[config.mk]
export PLATFORM = sky130hd
export DESIGN_NAME = axil_cmd_master
export DESIGN_NICKNAME = d
export VERILOG_FILES = /design/src/rtl/axil_cmd_master.sv
export SDC_FILE = /design/constraint.sdc
export NUM_CORES = 1
export LEC_CHECK = 0
export ABC_AREA = 1
export ABC_CLOCK_PERIOD_IN_PS = 3000
export CORE_MARGIN = 10
export CORE_UTILIZATION = 60
export DETAILED_ROUTE_END_ITERATION = 16
export DONT_BUFFER_PORTS = 1
export PLACE_DENSITY = 0.76
export SLEW_MARGIN = 40
export SYNTH_ARGS = -nofsm -noshare
export SYNTH_HDL_FRONTEND = slang
export SYNTH_SLANG_ARGS = --single-unit
[constraint.sdc]
create_clock -name M_AXI_ACLK -period 3 [get_ports M_AXI_ACLK]
set_input_delay 0.45 -clock M_AXI_ACLK [delete_from_list [all_inputs] [get_ports M_AXI_ACLK]]
set_output_delay 0.45 -clock M_AXI_ACLK [all_outputs]
set_load 0.02 [all_outputs]
[src/rtl/axil_cmd_master.sv]
// Single-outstanding AXI4-Lite master: turns a cmd stream into one AW/W/B or AR/R
// transaction at a time, with a saturating busy-time watchdog and a sticky protocol monitor.
module axil_cmd_master #(
  parameter int ADDR_WIDTH     = 7,
  parameter int DATA_WIDTH     = 32,
  parameter int TIMEOUT_CYCLES = 16
) (
  input  logic                      M_AXI_ACLK,
  input  logic                      M_AXI_ARESET,
  input  logic                      cmd_valid,
  output logic                      cmd_ready,
  input  logic                      cmd_we,
  input  logic [ADDR_WIDTH-1:0]     cmd_addr,
  input  logic [DATA_WIDTH-1:0]     cmd_wdata,
  input  logic [DATA_WIDTH/8-1:0]   cmd_wstrb,
  output logic                      rsp_valid,
  input  logic                      rsp_ready,
  output logic [DATA_WIDTH-1:0]     rsp_rdata,
  output logic [1:0]                rsp_resp,
  output logic                      rsp_timeout,
  output logic                      proto_err,
  output logic [ADDR_WIDTH-1:0]     M_AXI_AWADDR,
  output logic [2:0]                M_AXI_AWPROT,
  output logic                      M_AXI_AWVALID,
  input  logic                      M_AXI_AWREADY,
  output logic [DATA_WIDTH-1:0]     M_AXI_WDATA,
  output logic [DATA_WIDTH/8-1:0]   M_AXI_WSTRB,
  output logic                      M_AXI_WVALID,
  input  logic                      M_AXI_WREADY,
  input  logic [1:0]                M_AXI_BRESP,
  input  logic                      M_AXI_BVALID,
  output logic                      M_AXI_BREADY,
  output logic [ADDR_WIDTH-1:0]     M_AXI_ARADDR,
  output logic [2:0]                M_AXI_ARPROT,
  output logic                      M_AXI_ARVALID,
  input  logic                      M_AXI_ARREADY,
  input  logic [DATA_WIDTH-1:0]     M_AXI_RDATA,
  input  logic [1:0]                M_AXI_RRESP,
  input  logic                      M_AXI_RVALID,
  output logic                      M_AXI_RREADY
);

  typedef enum logic [2:0] {S_IDLE, S_WR, S_WB, S_RD, S_RR, S_RSP} state_t;

  localparam logic [15:0] TO_LIM = 16'(TIMEOUT_CYCLES);

  state_t                    r_state;
  logic                      r_cmd_ready, r_awvalid, r_wvalid, r_bready;
  logic                      r_arvalid, r_rready, r_rsp_valid;
  logic                      r_aw_done, r_w_done;
  logic [ADDR_WIDTH-1:0]     r_addr;
  logic [DATA_WIDTH-1:0]     r_wdata, r_rdata;
  logic [DATA_WIDTH/8-1:0]   r_wstrb;
  logic [1:0]                r_resp;
  logic                      r_rsp_timeout, r_proto_err, r_to_flag;
  logic [15:0]               r_tcnt;

  logic        w_aw_hs, w_w_hs, w_ar_hs, w_aw_done, w_w_done;
  logic        w_busy, w_to_hit, w_b_err, w_r_err;
  logic [15:0] w_tcnt_nxt;

  assign w_aw_hs   = r_awvalid & M_AXI_AWREADY;
  assign w_w_hs    = r_wvalid & M_AXI_WREADY;
  assign w_ar_hs   = r_arvalid & M_AXI_ARREADY;
  assign w_aw_done = r_aw_done | w_aw_hs;
  assign w_w_done  = r_w_done | w_w_hs;

  assign w_busy     = (r_state == S_WR) || (r_state == S_WB) ||
                      (r_state == S_RD) || (r_state == S_RR);
  assign w_tcnt_nxt = (r_tcnt == 16'hFFFF) ? r_tcnt : r_tcnt + 16'd1;
  assign w_to_hit   = r_to_flag | (w_busy & (w_tcnt_nxt >= TO_LIM));

  // A response is legal only once its request handshake(s) have completed, this cycle included
  assign w_b_err = M_AXI_BVALID &
                   ~((r_state == S_WB) || ((r_state == S_WR) && w_aw_done && w_w_done));
  assign w_r_err = M_AXI_RVALID &
                   ~((r_state == S_RR) || ((r_state == S_RD) && w_ar_hs));

  always_ff @(posedge M_AXI_ACLK) begin
    if (M_AXI_ARESET) begin
      r_state       <= S_IDLE;
      r_cmd_ready   <= 1'b0;
      r_awvalid     <= 1'b0;
      r_wvalid      <= 1'b0;
      r_bready      <= 1'b0;
      r_arvalid     <= 1'b0;
      r_rready      <= 1'b0;
      r_rsp_valid   <= 1'b0;
      r_aw_done     <= 1'b0;
      r_w_done      <= 1'b0;
      r_addr        <= '0;
      r_wdata       <= '0;
      r_wstrb       <= '0;
      r_rdata       <= '0;
      r_resp        <= 2'b00;
      r_rsp_timeout <= 1'b0;
      r_proto_err   <= 1'b0;
      r_to_flag     <= 1'b0;
      r_tcnt        <= 16'd0;
    end else begin
      if (w_b_err || w_r_err) r_proto_err <= 1'b1;
      if (w_busy) begin
        r_tcnt <= w_tcnt_nxt;
        if (w_to_hit) r_to_flag <= 1'b1;
      end
      case (r_state)
        S_IDLE: begin
          if (r_cmd_ready && cmd_valid) begin
            r_cmd_ready <= 1'b0;
            r_addr      <= cmd_addr;
            r_tcnt      <= 16'd0;
            r_to_flag   <= 1'b0;
            r_aw_done   <= 1'b0;
            r_w_done    <= 1'b0;
            if (cmd_we) begin
              r_wdata   <= cmd_wdata;
              r_wstrb   <= cmd_wstrb;
              r_awvalid <= 1'b1;
              r_wvalid  <= 1'b1;
              r_state   <= S_WR;
            end else begin
              r_arvalid <= 1'b1;
              r_state   <= S_RD;
            end
          end else begin
            r_cmd_ready <= 1'b1;
          end
        end
        S_WR: begin
          if (w_aw_hs) begin
            r_awvalid <= 1'b0;
            r_aw_done <= 1'b1;
          end
          if (w_w_hs) begin
            r_wvalid <= 1'b0;
            r_w_done <= 1'b1;
          end
          if (w_aw_done && w_w_done) begin
            r_bready <= 1'b1;
            r_state  <= S_WB;
          end
        end
        S_WB: begin
          if (M_AXI_BVALID) begin
            r_bready      <= 1'b0;
            r_resp        <= M_AXI_BRESP;
            r_rdata       <= '0;
            r_rsp_timeout <= w_to_hit;
            r_rsp_valid   <= 1'b1;
            r_state       <= S_RSP;
          end
        end
        S_RD: begin
          if (w_ar_hs) begin
            r_arvalid <= 1'b0;
            r_rready  <= 1'b1;
            r_state   <= S_RR;
          end
        end
        S_RR: begin
          if (M_AXI_RVALID) begin
            r_rready      <= 1'b0;
            r_resp        <= M_AXI_RRESP;
            r_rdata       <= M_AXI_RDATA;
            r_rsp_timeout <= w_to_hit;
            r_rsp_valid   <= 1'b1;
            r_state       <= S_RSP;
          end
        end
        S_RSP: begin
          if (rsp_ready) begin
            r_rsp_valid <= 1'b0;
            r_cmd_ready <= 1'b1;
            r_state     <= S_IDLE;
          end
        end
        default: r_state <= S_IDLE;
      endcase
    end
  end

  assign cmd_ready     = r_cmd_ready;
  assign rsp_valid     = r_rsp_valid;
  assign rsp_rdata     = r_rdata;
  assign rsp_resp      = r_resp;
  assign rsp_timeout   = r_rsp_timeout;
  assign proto_err     = r_proto_err;
  assign M_AXI_AWADDR  = r_addr;
  assign M_AXI_AWPROT  = 3'b000;
  assign M_AXI_AWVALID = r_awvalid;
  assign M_AXI_WDATA   = r_wdata;
  assign M_AXI_WSTRB   = r_wstrb;
  assign M_AXI_WVALID  = r_wvalid;
  assign M_AXI_BREADY  = r_bready;
  assign M_AXI_ARADDR  = r_addr;
  assign M_AXI_ARPROT  = 3'b000;
  assign M_AXI_ARVALID = r_arvalid;
  assign M_AXI_RREADY  = r_rready;

endmodule

==> metrics, run 1 <==
CP endpoint kind flop; Hold Vio Cnt, Final 0; Arr. time, crit path 2.50 ns; CTS tree yes; Mapped Area about 0.0046 sq mm; setup_tns 0 ns; H-tree depth 3; Critical path buffers and inverters 3; worst path cell trace inv_1 > nor3_2 > nand2_1 > nand3_2 > nor3_4 > buf_4 > inv_2 > nand2_1 > a21oi_1; switching part of the total 0.424; first-pass GRT wire length 18,900 um; cts hold-fix bufs 0; Max Used Layer met4; # DRC 0; CP Class flop to flop; die area 0.0115 sq mm; most used cell, CP nand2_1; met3 wire len 1510 um; Tot GR Track Use 0.201; Post-Synthesis Cells ~630; GP Congestion 0.918; clk sinks 108; crit path max fanout 33; Reg clk slew, reported paths 0.11 ns; Leak ~1.8 nW; Hold WS 0.138 ns; worst setup slack after layout 0.793 ns; Net Sw Power 1.79 mW; cts bufs inserted 9; row cnt 31; pre-CTS WS 0.819 ns; Pins Over Slew Limit 0; antenna-violating nets left 0; number of DRC markers in iteration 0 264; most frequent cells in the layout nor2_1 (122), dfxtp_1 (108), nand2_1 (101); final std cells w/o fill about 710; vias in the first global route 3,686; post-layout util 0.642; async set or reset register ratio after synthesis 0; vias post-DR 3,935; unique cell type count in the Yosys netlist 33; clk_lat worst skew 0.36 ns; cts repair resizes 0; Initial Util 0.622; Logic pwr share 0.288; sequential element share of the synthesized area 0.474; RSZ-0062 raised after global routing no; Via density 5.51; outcome finished clean; core area 0.00733 sq mm; Yosys reg bits 108; synthesized area per cell 7.21 sq um; GRT overflow 0; Peak VDD IR approximately 0.00061 V; CTS Root Cell clkbuf_8; Tcrit/Tclk final 0.736; internal power 2.43 mW; layout cell share with drive strength beyond 1 0.0602; largest net degree at the start of global routing 51; fmax 453 MHz; met1 WL 4690 um; total setup buffers inserted after CTS 0; CP max-delay cell dfxtp_1; Port Buffers 0; CTS Buffer Depth 2; Die Span X 107 um; IO Pins 188; Tot Pwr 4.22 mW; EDFF count, synth 0; Slew Limit Headroom 0.565; power per cell area 895 mW/mm^2; Setup-failing EPs final 0; max_cap viols 0; startpoint types flop; dpl cell area 0.00451 sq mm; Syn-to-layout area delta 3.27%; Reg power frac 0.508; WL met2 ~5800 um; warning count from the yosys run 0; most common cell after layout, fill and taps aside nor2_1; Avg WL per Cell ~17 um; Clock Skew roughly 0.012 ns; CP top delay family simple AND/OR/NAND/NOR gates; Routed WL 12,100 um; Chip Height 107 um; Tightest Hold Check Type primary input to flop; fin nets 700; initial antenna violation count 0; worst-margin pin slew about 0.65 ns; Critical Path RT approximately 3.3 ns; placed cell count 698; CP max stage delay 0.42 ns; ANT cells 0; Detailed Routing Iterations Pass 1 5; Fillers 668; ys flop type dfxtp_1; Post-DP HPWL 9170 um; fin crit period roughly 2.2 ns; Post-Layout Inst Area 0.00471 sq mm; Clock power frac 0.204
## registers in the layout (all words and copies together), names as in the netlist, 2 cells and up
register,flops
r_tcnt,16
rsp_rdata,32
rsp_resp,2
M_AXI_WDATA,32
r_state,3
M_AXI_WSTRB,4
M_AXI_ARADDR,7
## kinds of logic after synthesis
group	synth area share
adders and majority gates	0.00274
AOI/OAI and AO/OA	0.153
buffers and inverters	0.0903
and+or+nand+nor	0.273
DFF	0.474
other	0.000822
xor gates and xnor gates	0.00576
## worst paths after layout
| check | start | endpoint | slack (ns) | cells past startpoint |
|---|---|---|---|---|
| setup reg to reg | r_state[0] | rsp_rdata[5] | 0.79 | 9 |
| setup / recovery | r_state[0] | rsp_rdata[5] | 0.79 | 9 |
| hold reg to reg | r_to_flag | r_to_flag | 0.47 | 2 |
| hold / removal | M_AXI_ARESET | rsp_rdata[6] | 0.14 | 1 |
## final cells by class
cell class                 count  area, sq um  share of cell area
sequential                   108         2160               0.459
multi-input combinational    438         2000               0.426
inverter                      47          178              0.0377
clock buffer                  10          138              0.0292
tap                           99          124              0.0263
clock inverter                 6         57.6              0.0122
timing repair buffer           6         45.0             0.00957
## Yosys cell counts, drive strengths merged (2+ instances only)
library cell    n  share of area
a31oi          10          0.014
clkinv          2         0.0016
dfxtp         108           0.47
nor2          122           0.10
inv            45          0.037
o211ai          4         0.0066
clkbuf         18          0.015
nand4           5         0.0069
xor2            3         0.0058
a21oi          49          0.054
nand3          51          0.057
or2             2         0.0027
nor3           10          0.017
nand2         103          0.086
buf            26          0.037
o21ai          67          0.074
## routing by layer
layer	track usage	up-vias
met5	0	-
met4	0.0706	0
met3	0.0916	11
met2	0.322	164
met1	0.231	1769
li1	-	1991
## power by group through the flow
stage | Combinational [mW] | Clock [mW] | Sequential [mW]
finish | 1.21 | 0.860 | 2.14
global route | 1.41 | 0.945 | 2.19
CTS | 1.21 | 0.880 | 2.15
detailed placement | 1.21 | 0 | 2.18
global placement | 1.16 | 0 | 2.17
floorplan | 1.09 | 0 | 2.06
No activity file was read; power rests on OpenSTA's default activity.
==> run 2: changes to the inputs <==
ABC_CLOCK_PERIOD_IN_PS = 2200   (was 3000)
clock period = 2.2 ns   (was 3 ns; I/O delays follow)
==> run 2 against run 1 <==
Sequential share of layout area fell by 1.0 points. Sequential power grew 37%. Maximum frequency increased by 15%. Routed wire length up 5.0%. Clock power grew 33%. Worst hold slack worse by 0.12 ns. Design area up 2.3%. Final cell count grew 1.5%.
==> metrics, run 2 (synthesis results as in run 1) <==
outcome finished clean; clk sinks about 110; ANT cells 0; CTS tree yes; Routed WL 12,700 um; worst-margin pin slew roughly 0.62 ns; power per cell area 1220 mW/mm^2; end point of the critical path rsp_rdata[1]; first-pass GRT wire length 19,300 um; CP endpoint kind flop; Critical Path Start r_state[1]; Initial Util 0.622; Critical Path RT 2.50 ns; initial antenna violation count 0; Arr. time, crit path roughly 2.2 ns; R2R cell count 10; Port Buffers 0; R2R Path End rsp_rdata[1]; H-tree depth 3; final std cells w/o fill ~730; fmax 522 MHz; fin nets 711; Pins Over Slew Limit 0; Peak VDD IR between 0.0006 and 0.0007 V; Leak about 1.9 nW; r2r startpoint r_state[1]; IO Pins ~190; cts bufs inserted 9; fin crit period ~1.9 ns; vias in the first global route around 3,800; Fillers 663; # DRC 0; Post-DP HPWL about 9400 um; most common cell after layout, fill and taps aside nor2_1; largest net degree at the start of global routing 51; GRT overflow 0; placed cell count 706; CP Class flop to flop; Reg clk slew, reported paths 0.10 ns; layout cell share with drive strength beyond 1 0.0735; core area 0.00733 sq mm; antenna-violating nets left 0; Avg WL per Cell 17.5 um; die area 0.0115 sq mm; Slew Limit Headroom 0.581; total setup buffers inserted after CTS 0; Die Span X 107 um; setup_tns 0 ns; CTS Root Cell clkbuf_8; Chip Height 107 um; GP Congestion approximately 0.99; Hold Vio Cnt, Final 0; max_cap viols 0; Tot GR Track Use 0.206; crit path max fanout 20; number of DRC markers in iteration 0 291; vias post-DR 4,117; most frequent cells in the layout nor2_1 (121), dfxtp_1 (108), nand2_1 (101); Setup-failing EPs final 0; Tcrit/Tclk final 0.871; Via density roughly 5.7; CTS Buffer Depth 2; Detailed Routing Iterations Pass 1 7; Tightest Hold Check Type primary input to flop; Clock Skew 0.00716 ns; clk_lat worst skew 0.37 ns; row cnt 31; startpoint types flop; RSZ-0062 raised after global routing no; Tot Pwr 5.89 mW; internal reg-to-reg setup slack 0.28 ns; Syn-to-layout area delta 5.60%
run 2: timing repair:
| action | 4_1_cts | 5_1_grt |
|---|---|---|
| hold buffers | 1 | 2 |
| resized for setup | 0 | 2 |
| setup endpoints to repair | 0 | 1 |
| endpoints found under the hold margin | 4 | 15 |
run 2: through the flow:
step / area, sq um / hold slack, ns / worst slack (ns) / util
6_report: 4810 / 0.0214 / 0.283 / 0.657
5_1_grt: 4810 / 0.00291 / 0.0433 / 0.657
4_1_cts: 4790 / 0.000337 / 0.268 / 0.654
3_5_place_dp: 4600 / 0.406 / 0.282 / 0.627
3_3_place_gp: 4600 / 0.403 / 0.348 / 0.627
2_1_floorplan: 4580 / 0.431 / 0.467 / -
run 2: worst min-delay path by stage:
stage	slack [ns]	end	from	cells past startpoint
after floorplan	0.43	M_AXI_RREADY	M_AXI_RVALID	1
after global routing	0.003	rsp_rdata[27]	M_AXI_ARESET	1
after global placement	0.40	rsp_rdata[6]	M_AXI_ARESET	1
after CTS	0.0003	rsp_rdata[6]	M_AXI_ARESET	1
after detailed placement	0.41	rsp_rdata[10]	M_AXI_ARESET	1
final	0.02	rsp_rdata[26]	M_AXI_ARESET	1
run 2: power by group:
group / total, mW / internal (mW) / switching [mW] / leakage, nW
Sequential: 2.94 / 2.31 / 0.629 / 0.878
Combinational: 1.80 / 0.623 / 1.18 / 0.899
Clock: 1.14 / 0.455 / 0.688 / 0.0985
Total: 5.89 / 3.39 / 2.50 / 1.88
run 2: area by class of cell:
type / count / area [sq um] / area share
multi-input cells: 438 / 2010 / 0.417
clock inverters: 6 / 47.5 / 0.00988
clock buffers: 10 / 138 / 0.0286
flip-flops and latches: 108 / 2160 / 0.449
inverters: 47 / 176 / 0.0366
well taps: 99 / 124 / 0.0257
repair buffers: 17 / 160 / 0.0333
run 2: critical path, cell delays in order, from the launching register on:
cell     delay (ns)
dfxtp_1        0.47
inv_1          0.11
nor3_2         0.17
inv_1          0.10
or2_1          0.23
nand3_2        0.11
nor3_4         0.06
inv_2          0.20
buf_12         0.19
nand2_1        0.06
a21oi_1        0.17
run 2: per-layer routing:
layer / global-route usage / up-vias / wire [um]
met2: 0.342 / 195 / 6030
met3: 0.0934 / 23 / 1500
met4: 0.0841 / 0 / 258
met1: 0.224 / 1871 / 4920
li1: - / 2028 / -
met5: 0 / - / 0
==> run 3: changes to the inputs <==
ABC_CLOCK_PERIOD_IN_PS = 1500   (was 2200)
CORE_UTILIZATION = 57   (was 60)
PLACE_DENSITY = 0.75   (was 0.76)
clock period = 1.5 ns   (was 2.2 ns; I/O delays follow)
==> run 3 against run 2 <==
The flow now finishes with violations (negative hold slack, negative setup slack). Sequential cell count unchanged. Utilization grew 28 points. Clock power rose by 63%. Count of clock-buffer cells in the layout grew 1. Setup slack lost 0.86 ns. Clock skew is 0.014 ns higher. Register-to-register slack worse by 0.86 ns. Sequential power increased by 50%. Via count grew 40%. Largest power group is now combinational cells. Design area is 51% higher.
==> metrics, run 3 (synthesis results as in run 1) <==
outcome finished, violations left; failing checks negative hold slack, negative setup slack; Arr. time, crit path 2.37 ns; R2R Path End rsp_timeout; CP max-delay cell dfxtp_1; Pins Over Slew Limit 0; register area approximately 0.0022 sq mm; antenna-violating nets left 0; Tot GR Track Use 0.246; Peak VDD IR 0.00130 V; Port Buffers 0; R2R cell count 13; Clock Skew 0.0214 ns; CTS Buffer Depth 2; Setup-failing EPs final 108; Detailed Routing Iterations Pass 1 9; H-tree depth 3; Multi-input gate area 0.00280 sq mm; most frequent cells in the layout nor2_1 (102), dfxtp_1 (98), buf_4 (75); most common cell after layout, fill and taps aside nor2_1; Tightest Hold Check Type primary input to flop; worst-margin pin slew 0.600 ns; Critical Path Start r_tcnt[11]; RSZ-0062 raised after global routing yes; vias post-DR 5,765; Tcrit/Tclk final 1.38; layout cell share with drive strength beyond 1 0.419; Syn-to-layout area delta 59.1%; crit path max fanout 3; initial antenna violation count 1; Post-DP HPWL just over 10,000 um; max_cap viols 0; largest net degree at the start of global routing 43; CP max stage delay approximately 0.50 ns; # DRC 0; power per cell area 1800 mW/mm^2; worst setup slack after layout -0.572 ns; CP top delay family simple AND/OR/NAND/NOR gates; Avg WL per Cell 27.8 um; die area approximately 0.012 sq mm; cts bufs inserted 9; end point of the critical path rsp_timeout; Initial Util 0.587; vias in the first global route 4,667; Reg clk slew, reported paths 0.12 ns; internal reg-to-reg setup slack -0.57 ns; CTS tree yes; setup_tns -21.60 ns; Chip Height between 100 and 150 um; Leak around 2.9 nW; fin crit period 2.07 ns; r2r startpoint r_tcnt[11]; GRT overflow 0; CP Depth 13; Tot Pwr 13.1 mW; CP endpoint kind flop; core area just under 0.008 sq mm; Fillers 234; GP Congestion around 0.94; clk_lat worst skew a little under 0.4 ns; Critical path buffers and inverters 2; worst path cell trace nand2_1 > nor2_1 > inv_1 > nor2_4 > nand2_1 > nand2_1 > nand2_1 > nor2_1 > nand2_1 > o21ai_2 > nand3_1 > nand2_1 > inv_1; number of DRC markers in iteration 0 1,016; clk sinks 108; most used cell, CP nand2_1; dpl cell area around 0.0051 sq mm; row cnt 32; Critical Path RT between 1.5 and 2 ns; CP Class flop to flop; Post-Layout Inst Area just over 0.007 sq mm; Hold WS -0.0257 ns; Via density roughly 6.6; fin nets approximately 860; Routed WL 24,300 um; first-pass GRT wire length 23,500 um; Slew Limit Headroom 0.600; Hold Vio Cnt, Final 3; fmax 483 MHz; CTS Root Cell clkbuf_8; IO Pins 188; startpoint types flop; Die Span X about 110 um
==> run 3: cell types whose count changed in the layout (fill, tap and decap cells not counted), moves of 24 or more <==
cell	previous run	this run
nand3_1	50	19
o21ai_2	1	29
a21oi_2	0	33
nand2_2	2	26
o21ai_0	64	15
nand2_1	101	65
a21oi_1	49	16
buf_4	12	75
dlygate4sd3_1	3	44
==> run 3: cell type report <==
cell class                      instances  share of cell area
Clock buffer                           11              0.0195
Sequential cell                       108               0.302
Tap cell                              102              0.0176
Timing Repair Buffer                  162               0.237
Multi-Input combinational cell        438               0.387
Clock inverter                          5             0.00604
Antenna cell                            2            0.000690
Inverter                               47              0.0311
==> run 3: power by group <==
group / leakage, nW / switching, mW / internal, mW
logic: 1.90 / 3.81 / 2.99
registers: 0.884 / 0.968 / 3.43
clock network: 0.0960 / 1.19 / 0.677
==> run 3: metal layers <==
layer,up-vias,share of wire,GRT usage,wire length (um)
li1,2325,-,-,-
met1,2643,0.30,0.269,7370
met2,578,0.46,0.423,11200
met3,219,0.14,0.0925,3480
met4,0,0.094,0.0957,2290
met5,-,0,0,0
==> run 3: what timing repair did <==
action	CTS	global route
endpoints found under the setup margin	57	98
buffers inserted	17	14
cloned	4	11
hold endpoints to repair	48	21
hold buffers	24	21
resized for setup	93	211
pin swaps	40	56
==> run 3: worst register-to-register path, stage by stage (launching register included) <==
cell and delay [ns]:
dfxtp_1 0.50, nand2_1 0.12, nor2_1 0.18, inv_1 0.13, nor2_4 0.15, nand2_1 0.08, nand2_1 0.11, nand2_1 0.08
nor2_1 0.15, nand2_1 0.11, o21ai_2 0.18, nand3_1 0.09, nand2_1 0.07, inv_1 0.04
==> run 3: worst min path at each step <==
| stage | start | to | slack (ns) | depth (start not counted) |
|---|---|---|---|---|
| after floorplan | M_AXI_RVALID | M_AXI_RREADY | 0.33 | 1 |
| after global placement | M_AXI_ARESET | rsp_rdata[7] | 0.30 | 1 |
| after detailed placement | M_AXI_ARESET | rsp_rdata[8] | 0.30 | 1 |
| after CTS | M_AXI_RRESP[1] | rsp_resp[1] | 0.001 | 2 |
| after global routing | cmd_wdata[22] | M_AXI_WDATA[22] | -0.01 | 2 |
| final | cmd_wdata[20] | M_AXI_WDATA[20] | -0.03 | 2 |
==> run 3: through the flow <==
| stage | setup slack, ns | cells | util |
|---|---|---|---|
| final | -0.572 | 875 | 0.934 |
| after global routing | -0.622 | 875 | 0.934 |
| after CTS | -0.203 | 829 | 0.772 |
| after detailed placement | -0.266 | 769 | 0.661 |
| after global placement | -0.240 | 769 | 0.661 |
| after floorplan | -0.113 | 637 | - |
